--- src/rtl/riscv_mc_ctrl_pkg.sv ---
// Shared types for the kana-riscv multi-cycle controller: mux selects, FSM states,
// opcode classes and the RV32I major opcodes.
package riscv_mc_ctrl_pkg;

  typedef enum logic [1:0] {PC_4, PC_ALU, PC_ALUREG} pc_sel_t;
  typedef enum logic [1:0] {OP1_RS1, OP1_PC, OP1_ZERO} op1_sel_t;
  typedef enum logic       {OP2_RS2, OP2_IMM} op2_sel_t;
  typedef enum logic [1:0] {WB_ALU, WB_MEM, WB_PC4} wb_sel_t;

  typedef enum logic [2:0] {S_FETCH, S_DECODE, S_EXEC, S_MEM, S_WB, S_TRAP} state_t;

  typedef enum logic [3:0] {
    CL_OP, CL_OPIMM, CL_LUI, CL_AUIPC, CL_JAL, CL_JALR,
    CL_BRANCH, CL_LOAD, CL_STORE, CL_ILLEGAL
  } op_class_t;

  localparam logic [6:0] OPC_LUI    = 7'b0110111;
  localparam logic [6:0] OPC_AUIPC  = 7'b0010111;
  localparam logic [6:0] OPC_JAL    = 7'b1101111;
  localparam logic [6:0] OPC_JALR   = 7'b1100111;
  localparam logic [6:0] OPC_BRANCH = 7'b1100011;
  localparam logic [6:0] OPC_LOAD   = 7'b0000011;
  localparam logic [6:0] OPC_STORE  = 7'b0100011;
  localparam logic [6:0] OPC_OPIMM  = 7'b0010011;
  localparam logic [6:0] OPC_OP     = 7'b0110011;
  localparam logic [6:0] OPC_SYSTEM = 7'b1110011;

endpackage

--- src/rtl/riscv_mc_ctrl_decode.sv ---
// Combinational opcode classifier: maps instr[6:0] to an op class plus a legality flag.
module riscv_mc_ctrl_decode
  import riscv_mc_ctrl_pkg::*;
(
  input  logic [6:0] opcode,
  output op_class_t  op_class,
  output logic       legal
);

  always_comb begin
    op_class = CL_ILLEGAL;
    unique case (opcode)
      OPC_OP:     op_class = CL_OP;
      OPC_OPIMM:  op_class = CL_OPIMM;
      OPC_LUI:    op_class = CL_LUI;
      OPC_AUIPC:  op_class = CL_AUIPC;
      OPC_JAL:    op_class = CL_JAL;
      OPC_JALR:   op_class = CL_JALR;
      OPC_BRANCH: op_class = CL_BRANCH;
      OPC_LOAD:   op_class = CL_LOAD;
      OPC_STORE:  op_class = CL_STORE;
      // SYSTEM is deliberately unsupported and traps like any unknown opcode
      default:    op_class = CL_ILLEGAL;
    endcase
  end

  assign legal = (op_class != CL_ILLEGAL);

endmodule

--- src/rtl/riscv_mc_ctrl.sv ---
// Multi-cycle control FSM for kana-riscv: sequences one instruction through
// fetch/decode/exec/mem/wb, drives datapath selects and counts retired instructions.
//
//   state    | meaning
//   ---------+-----------------------------------------------------------
//   S_FETCH  | imem request held until imem_ready, then IR load
//   S_DECODE | opcode class latched; illegal opcodes divert to S_TRAP
//   S_EXEC   | ALU result registered; branches resolve and retire here
//   S_MEM    | data request held until dmem_ready; stores retire here
//   S_WB     | register-file write and PC update, retire
//   S_TRAP   | everything idle, halted=1, left only by rst
module riscv_mc_ctrl
  import riscv_mc_ctrl_pkg::*;
#(
  parameter int WORD_LENGTH = 32
) (
  input  logic                   clk,
  input  logic                   rst,
  input  logic [WORD_LENGTH-1:0] instr,
  input  logic                   branch_taken,
  output logic                   imem_req,
  input  logic                   imem_ready,
  output logic                   dmem_req,
  output logic                   dmem_we,
  input  logic                   dmem_ready,
  output logic                   ir_we,
  output logic                   pc_we,
  output logic                   rf_we,
  output logic                   aluout_we,
  output pc_sel_t                pc_sel,
  output op1_sel_t               op1_sel,
  output op2_sel_t               op2_sel,
  output wb_sel_t                wb_sel,
  output logic                   alu_add,
  output logic                   halted,
  output logic [31:0]            instret
);

  state_t    state, state_next;
  op_class_t cls_q, cls_dec;
  logic      cls_legal;
  logic      retire;
  logic      halted_q;
  logic [31:0] instret_q;

  // Only the opcode field steers control; the rest of the word feeds the datapath.
  logic unused_instr_bits;
  assign unused_instr_bits = ^instr[WORD_LENGTH-1:7];

  riscv_mc_ctrl_decode u_decode (
    .opcode   (instr[6:0]),
    .op_class (cls_dec),
    .legal    (cls_legal)
  );

  always_ff @(posedge clk) begin
    if (rst) begin
      state     <= S_FETCH;
      cls_q     <= CL_OP;
      halted_q  <= 1'b0;
      instret_q <= '0;
    end else begin
      state    <= state_next;
      halted_q <= (state_next == S_TRAP);
      if (state == S_DECODE) cls_q <= cls_dec;
      if (retire) instret_q <= instret_q + 32'd1;
    end
  end

  always_comb begin
    state_next = state;
    imem_req   = 1'b0;
    dmem_req   = 1'b0;
    dmem_we    = 1'b0;
    ir_we      = 1'b0;
    pc_we      = 1'b0;
    rf_we      = 1'b0;
    aluout_we  = 1'b0;
    pc_sel     = PC_4;
    op1_sel    = OP1_RS1;
    op2_sel    = OP2_RS2;
    wb_sel     = WB_ALU;
    alu_add    = 1'b0;
    retire     = 1'b0;
    // rst gates every output in the same cycle so requests drop immediately
    if (!rst) begin
      unique case (state)
        S_FETCH: begin
          imem_req = 1'b1;
          if (imem_ready) begin
            ir_we      = 1'b1;
            state_next = S_DECODE;
          end
        end
        S_DECODE: state_next = cls_legal ? S_EXEC : S_TRAP;
        S_EXEC: begin
          aluout_we  = 1'b1;
          state_next = S_WB;
          unique case (cls_q)
            CL_OP: ;
            CL_OPIMM: op2_sel = OP2_IMM;
            CL_LUI: begin
              op1_sel = OP1_ZERO; op2_sel = OP2_IMM; alu_add = 1'b1;
            end
            CL_AUIPC, CL_JAL: begin
              op1_sel = OP1_PC; op2_sel = OP2_IMM; alu_add = 1'b1;
            end
            CL_JALR: begin
              op2_sel = OP2_IMM; alu_add = 1'b1;
            end
            CL_LOAD, CL_STORE: begin
              op2_sel = OP2_IMM; alu_add = 1'b1; state_next = S_MEM;
            end
            CL_BRANCH: begin
              op1_sel    = OP1_PC;
              op2_sel    = OP2_IMM;
              alu_add    = 1'b1;
              pc_we      = 1'b1;
              pc_sel     = branch_taken ? PC_ALU : PC_4;
              retire     = 1'b1;
              state_next = S_FETCH;
            end
            default: state_next = S_TRAP;
          endcase
        end
        S_MEM: begin
          dmem_req = 1'b1;
          dmem_we  = (cls_q == CL_STORE);
          if (dmem_ready) begin
            if (cls_q == CL_STORE) begin
              pc_we      = 1'b1;
              retire     = 1'b1;
              state_next = S_FETCH;
            end else begin
              state_next = S_WB;
            end
          end
        end
        S_WB: begin
          rf_we      = 1'b1;
          pc_we      = 1'b1;
          retire     = 1'b1;
          state_next = S_FETCH;
          if (cls_q == CL_LOAD) wb_sel = WB_MEM;
          if (cls_q == CL_JAL || cls_q == CL_JALR) begin
            wb_sel = WB_PC4;
            pc_sel = PC_ALUREG;
          end
        end
        S_TRAP: state_next = S_TRAP;
        default: state_next = S_FETCH;
      endcase
    end
  end

  assign halted  = halted_q & ~rst;
  assign instret = rst ? 32'd0 : instret_q;

endmodule

--- config.mk ---
export PLATFORM = sky130hd
export DESIGN_NAME = riscv_mc_ctrl
export DESIGN_NICKNAME = d
export VERILOG_FILES = /design/src/rtl/riscv_mc_ctrl_pkg.sv /design/src/rtl/riscv_mc_ctrl_decode.sv /design/src/rtl/riscv_mc_ctrl.sv
export SDC_FILE = /design/constraint.sdc
export NUM_CORES = 1
export LEC_CHECK = 0
export CAP_MARGIN = 20
export CORE_MARGIN = 3
export CORE_UTILIZATION = 60
export DETAILED_ROUTE_END_ITERATION = 6
export DONT_BUFFER_PORTS = 1
export GPL_ROUTABILITY_DRIVEN = 0
export PLACE_DENSITY = 0.76
export SYNTH_ARGS = -nofsm -noshare
export SYNTH_HDL_FRONTEND = slang
export SYNTH_SLANG_ARGS = --single-unit
--- constraint.sdc ---
create_clock -name clk -period 5.61 [get_ports clk]
set_input_delay 0.561 -clock clk [delete_from_list [all_inputs] [get_ports clk]]
set_output_delay 0.561 -clock clk [all_outputs]
set_load 0.02 [all_outputs]
==> results of run 1 <==
## how the worst max path moves through the flow
stage	startpoint	to	slack, ns	cells past startpoint
floorplan	rst	instret_q[28]	2.65	6
global placement	rst	instret_q[28]	2.50	5
detailed placement	rst	instret_q[28]	2.47	5
CTS	cls_q[3]	instret_q[28]	2.52	5
global route	cls_q[3]	instret_q[28]	2.24	5
finish	cls_q[3]	instret_q[28]	2.52	5
## cell families (layout without fill, tap and decap cells)
kind of cell,Yosys count,in the layout
compound gates,68,68
xor+xnor,18,18
fa+ha+maj,1,1
buf+inv,31,17
flops,40,40
mux,2,2
simple gates,161,161
## Yosys cell counts (all sizes together) (4+ instances only)
| cell | instances | area, um^2 |
|---|---|---|
| nor2b | 33 | 206.5 |
| nor4 | 4 | 25.02 |
| nand2b | 5 | 31.28 |
| inv | 9 | 33.78 |
| a211oi | 5 | 37.54 |
| nor3 | 7 | 35.03 |
| a2111oi | 10 | 87.58 |
| nand3 | 14 | 70.07 |
| nand2 | 21 | 78.83 |
| clkbuf | 18 | 67.56 |
| or3 | 9 | 56.30 |
| nand4 | 5 | 31.28 |
| and3 | 4 | 25.02 |
| o21ai | 15 | 75.07 |
| or4 | 5 | 37.54 |
| buf | 4 | 26.27 |
| nor2 | 35 | 131.4 |
| xnor2 | 15 | 131.4 |
| a21oi | 19 | 95.09 |
| dfxtp | 40 | 800.8 |
## power groups by stage
stage	Sequential (mW)	Clock (mW)	Combinational [mW]
2_1_floorplan	0.296	0	0.0459
3_3_place_gp	0.304	0	0.0352
3_5_place_dp	0.304	0	0.0361
4_1_cts	0.298	0.206	0.0363
5_1_grt	0.299	0.216	0.0405
6_report	0.298	0.204	0.0363
## per-stage QoR
stage	std cells	instance area [um^2]	hold slack, ns
2_1_floorplan	321	2455	0.4536
3_5_place_dp	348	2429	0.4722
5_1_grt	355	2525	0.3259
3_3_place_gp	348	2429	0.4580
6_report	355	2525	0.3344
4_1_cts	355	2525	0.3278
## layout make-up
type | instances | area [um^2] | share of cell area, %
well taps | 48 | 60.06 | 2.379
clock buffers | 7 | 96.34 | 3.816
flip-flops and latches | 40 | 800.8 | 31.71
repair buffers | 1 | 7.507 | 0.2973
multi-input cells | 250 | 1526 | 60.46
inverters | 9 | 33.78 | 1.338
## sequential cells by signal, indices dropped and copies added (netlist names)
register	flops
halted_q	1
cls_q	4
state	3
instret_q	32
## routing by layer
metal / track usage (%) / wire length [um] / vias up
met5: 0 / 0 / -
met4: 5.957 / 55 / 0
met3: 8.345 / 459 / 7
met2: 32.84 / 2361 / 75
met1: 29.78 / 2491 / 987
li1: - / - / 1120
==> reports/qor.yml, run 1 <==
power:
  seqPwrFrac_pct: 55.4
  p_sw_uw: 125.3
  clkPwrFrac_pct: 37.9
  leakage_nw: 0.7579
  p_int_uw: 412.9
  p_per_area_mw_per_mm2: 213.2
  pwr-share-comb_pct: 6.7
  vdd_ir_drop_max_mv: 0.1348
  sw_frac_of_total_pct: 23.28
  finalPower_uw: 538.2
die:
  floorplan.initialDensity_pct: 64.62
  design.core.area_mm2: 0.003799
  io_pins: 85
  rows: 22
  die-area_mm2: 0.004895
  die_height_um: 69.97
  dieWidth_um: 69.97
timing:
  slew_viol_final: 0
  final.setup.tns_ns: 0
  hold_viol: 0
  post-route-period-util_pct: 55.10
  tightest_slew_ns: 1.098
  rsz0062_at_grt: "no"
  min_period_ns: 3.091
  fin_ws_ns: 2.519
  clock_skew_ns: 0.002402
  setup_violations: 0
  maxSlewHeadroom_pct: 25.75
  fmax_mhz: 323.5
yosys:
  synth_cell_types: 45
  syn-num-nets: 359
  async_flop_share_pct: 0
  synth.cell_area_mm2: 0.002455
  synth_ff_type: "dfxtp_1"
  yosysWarnings: 0
  synthMuxAreaShare_pct: 0.9174
  syn_inst: 321
  synthAdderAreaFrac_pct: 0.5097
  synth_edf_count: 0
  yosys.area_share.simple_pct: 35.78
  ys_seq_area_share_pct: 32.62
  syn_avg_cell_area_um2: 7.648
  ys_ff_latch: 40
  synthXorXnorAreaFrac_pct: 6.422
  synth-compound-area-share_pct: 18.55
  synth_top_family_by_area: "simple AND/OR/NAND/NOR gates"
placement:
  dp_hpwl_mm: 3.779
  post-place-ws_ns: 2.469
  io_buffer_count: 0
cts:
  clk_transition_reported_paths_ns: 0.07
  clock_sinks: 40
  cts_resized: 0
  cts_tree: "yes"
  cts_setup_buffers: 0
  htreeDepth: 2
  cts_max_path_buffers: 2
  cts_hold_buf: 0
  numCtsBuffers: 5
  clkLatencyLatePin_ns: 0.29
  root_buffer: "clkbuf_8"
worst_hold_path:
  min_path_type: "primary input to register"
  holdCritStartpoint: "rst"
  whs_endpoint: "instret_q[3]"
  holdPathStages: 1
setup_path:
  cp_max_fo: 20
  crit_buf_inv: 0
  rr_endpoint: "instret_q[28]"
  critical_path_class: "register to register"
  slowest_delay_ns: 0.68
  crit_path_start_kind: "register"
  crit_slowest_cell: "a2111o_1"
  crit_arrival_ns: 3.32
  timing.rr.start: "cls_q[3]"
  end_kind: "register"
  reg2reg_depth: 5
  cp.required_ns: 5.84
  path_delay_family: "simple AND/OR/NAND/NOR gates"
  path_cells: "nor4b_1, nand3_1, a2111o_1, or4_1, a21oi_1"
  rrSetupSlack_ns: 2.52
cells_and_area:
  drive_above_1_share_pct: 4.235
  syn_to_final_growth_pct: 2.854
  most-common-layout-cells: "dfxtp_1 (40), nor2_1 (35), nor2b_1 (33), nand2_1 (21), a21oi_1 (19)"
  antenna_cells: 0
  final_common_cell: "dfxtp_1"
  nFillCells: 347
  nets: 345
  fin_util_pct: 66.47
detailed_routing:
  wirelength_mm: 5.368
  drt-initial-drc-count: 273
  dr.pass1.iters: 4
  routed-via-count: 2189
  wl_per_cell_um: 15.12
  detail-route-antenna-nets: 0
  via_per_inst: 6.166
  drcViolationCount: 0
global_route:
  antenna_found_initial: 0
  grtUsageTotal_pct: 22.05
  grt_max_degree: 77
  grt_pass1_vias: 1931
  overflow: 0
  grt_pass1_wl_mm: 9.039
job:
  max-cap-violations: 0
outcome:
  status: "completed"
(Power assumes the default switching activity.)
==> run 2, diff against run 1 <==
--- a/config.mk
+++ b/config.mk
@@ -7,11 +7,11 @@
 export LEC_CHECK = 0
 export CAP_MARGIN = 20
 export CORE_MARGIN = 3
-export CORE_UTILIZATION = 60
+export CORE_UTILIZATION = 57
 export DETAILED_ROUTE_END_ITERATION = 6
 export DONT_BUFFER_PORTS = 1
 export GPL_ROUTABILITY_DRIVEN = 0
-export PLACE_DENSITY = 0.76
+export PLACE_DENSITY = 0.75
 export SYNTH_ARGS = -nofsm -noshare
 export SYNTH_HDL_FRONTEND = slang
 export SYNTH_SLANG_ARGS = --single-unit
==> constraint.sdc (replaced) <==
create_clock -name clk -period 2.77 [get_ports clk]
set_input_delay 0.277 -clock clk [delete_from_list [all_inputs] [get_ports clk]]
set_output_delay 0.277 -clock clk [all_outputs]
set_load 0.02 [all_outputs]
==> reports/qor.yml, run 2 (synthesis results as in run 1) <==
setup_path:
  cp-endpoint: "instret_q[28]"
  rr_endpoint: "instret_q[28]"
  crit_slowest_cell: "a2111o_1"
  worst-path-stages: 5
  end_kind: "register"
  rrSetupSlack_ns: 0.21
  cp.required_ns: 3.00
  slowest_delay_ns: 0.57
  crit_path_start_kind: "register"
  crit_buf_inv: 0
  timing.rr.start: "state[2]"
  reg2reg_depth: 5
  crit_arrival_ns: 2.79
  path_cells: "or4b_1, o31a_1, a2111o_1, or4_1, a21oi_1"
  path_delay_family: "compound AO/OA/AOI/OAI gates"
  critical_path_class: "register to register"
  critPathLaunch: "state[2]"
  cp_max_fo: 9
cts:
  root_buffer: "clkbuf_8"
  numCtsBuffers: 5
  cts_setup_buffers: 0
  clk_transition_reported_paths_ns: 0.08
  clock_sinks: 40
  clkLatencyLatePin_ns: 0.29
  cts_hold_buf: 0
  cts_max_path_buffers: 2
  htreeDepth: 2
  cts_tree: "yes"
placement:
  io_buffer_count: 0
  dp_cells: 364
  dp_hpwl_mm: 4.016
cells_and_area:
  drive_above_1_share_pct: 9.006
  largest_register_ffs: 32
  syn_to_final_growth_pct: 8.767
  antenna_cells: 0
  nFillCells: 363
  nets: 359
  final_cells: 372
  multiInputGateArea_mm2: 0.001534
  top_regs: "instret_q x32, cls_q x4, state x3"
  fin_util_pct: 65.34
  regArea_um2: 800.8
  most-common-layout-cells: "dfxtp_1 (40), nor2_1 (35), nor2b_1 (33), nand2_1 (21), a21oi_1 (19)"
  final_common_cell: "dfxtp_1"
  regMostFlops: "instret_q"
power:
  finalPower_mw: 1.209
  seqPwrFrac_pct: 49.3
  clkPwrFrac_pct: 43.0
  p_sw_uw: 265.9
  p_int_uw: 943.1
  sw_frac_of_total_pct: 21.99
  vdd_ir_drop_max_mv: 0.3514
  leakage_nw: 0.8425
  p_per_area_mw_per_mm2: 452.8
  pwr-share-comb_pct: 7.7
die:
  die_height_um: 71.63
  rows: 23
  dieWidth_um: 71.63
  io_pins: 85
  design.core.area_mm2: 0.004086
  die-area_mm2: 0.005130
  floorplan.initialDensity_pct: 60.07
job:
  max-cap-violations: 0
timing:
  hold_viol: 0
  tightest_slew_ns: 0.7042
  final.setup.tns_ns: 0
  clock_skew_ns: 0.006960
  fmax_mhz: 391.0
  rsz0062_at_grt: "no"
  slew_viol_final: 0
  min_period_ns: 2.558
  maxSlewHeadroom_pct: 52.77
  setup_violations: 0
  whs_ns: 0.05561
  post-route-period-util_pct: 92.33
global_route:
  antenna_found_initial: 0
  grt_pass1_vias: 2020
  grtUsageTotal_pct: 22.82
  grt_max_degree: 77
  overflow: 0
  grt_pass1_wl_mm: 9.453
outcome:
  status: "completed"
worst_hold_path:
  min_path_type: "primary input to register"
  holdCritStartpoint: "rst"
detailed_routing:
  drcViolationCount: 0
  drt-initial-drc-count: 123
  wirelength_mm: 5.643
  detail-route-antenna-nets: 0
  routed-via-count: 2265
  dr.pass1.iters: 4
  wl_per_cell_um: 15.17
  via_per_inst: 6.089
[run 2: cell count changes in the layout (fill, tap and decap cells not counted)]
| cell | before | now |
|---|---|---|
| bufinv_16 | 0 | 1 |
| nor4bb_2 | 0 | 1 |
| a2111oi_1 | 0 | 1 |
| a2111oi_0 | 10 | 9 |
| buf_4 | 1 | 15 |
| nor4bb_1 | 1 | 0 |
[run 2: per-stage QoR]
stage,area (um^2),setup slack (ns)
floorplan,2461,0.1635
global placement,2542,0.2237
detailed placement,2542,0.1211
CTS,2669,0.1221
global route,2670,0.08462
finish,2670,0.2124
[run 2: power by group through the flow]
stage	clock network (mW)	logic, mW	registers (mW)
global route	0.547	0.104	0.598
floorplan	0	0.0936	0.600
CTS	0.532	0.0927	0.595
global placement	0	0.0916	0.609
finish	0.520	0.0932	0.596
detailed placement	0	0.0925	0.609
[run 2: worst register-to-register path, delay by kind of cell (launching register included)]
family             cells  cell delay (ns)
DFF                    1             0.31
AOI/OAI and AO/OA      3             1.13
and+or+nand+nor        2             1.05
[run 2: metal layers]
layer / routed length [um] / share of wire, % / vias to the layer above / track usage, %
li1: - / - / 1148 / -
met1: 2592 / 46 / 1058 / 31.09
met2: 2656 / 47 / 54 / 35.61
met3: 339 / 6.0 / 5 / 6.311
met4: 54 / 0.96 / 0 / 6.263
met5: 0 / 0 / - / 0
[run 2: what timing repair did]
item                                    in CTS  in global routing
hold endpoints to repair                     0                  0
endpoints found under the setup margin       0                  1
resized for setup                            0                  1
[run 2: area by class of cell]
class	instances	area share, %
Clock buffer	7	3.608
Clock inverter	1	1.125
Inverter	9	1.265
Multi-Input combinational cell	250	57.45
Sequential cell	40	29.99
Tap cell	50	2.343
Timing Repair Buffer	15	4.217
[run 2: how the worst min path moves through the flow]
stage                              end  cells past startpoint
after floorplan               cls_q[0]                      1
after global placement    instret_q[4]                      1
after detailed placement  instret_q[2]                      1
after CTS                 instret_q[1]                      1
after global routing      instret_q[3]                      1
final                     instret_q[6]                      1
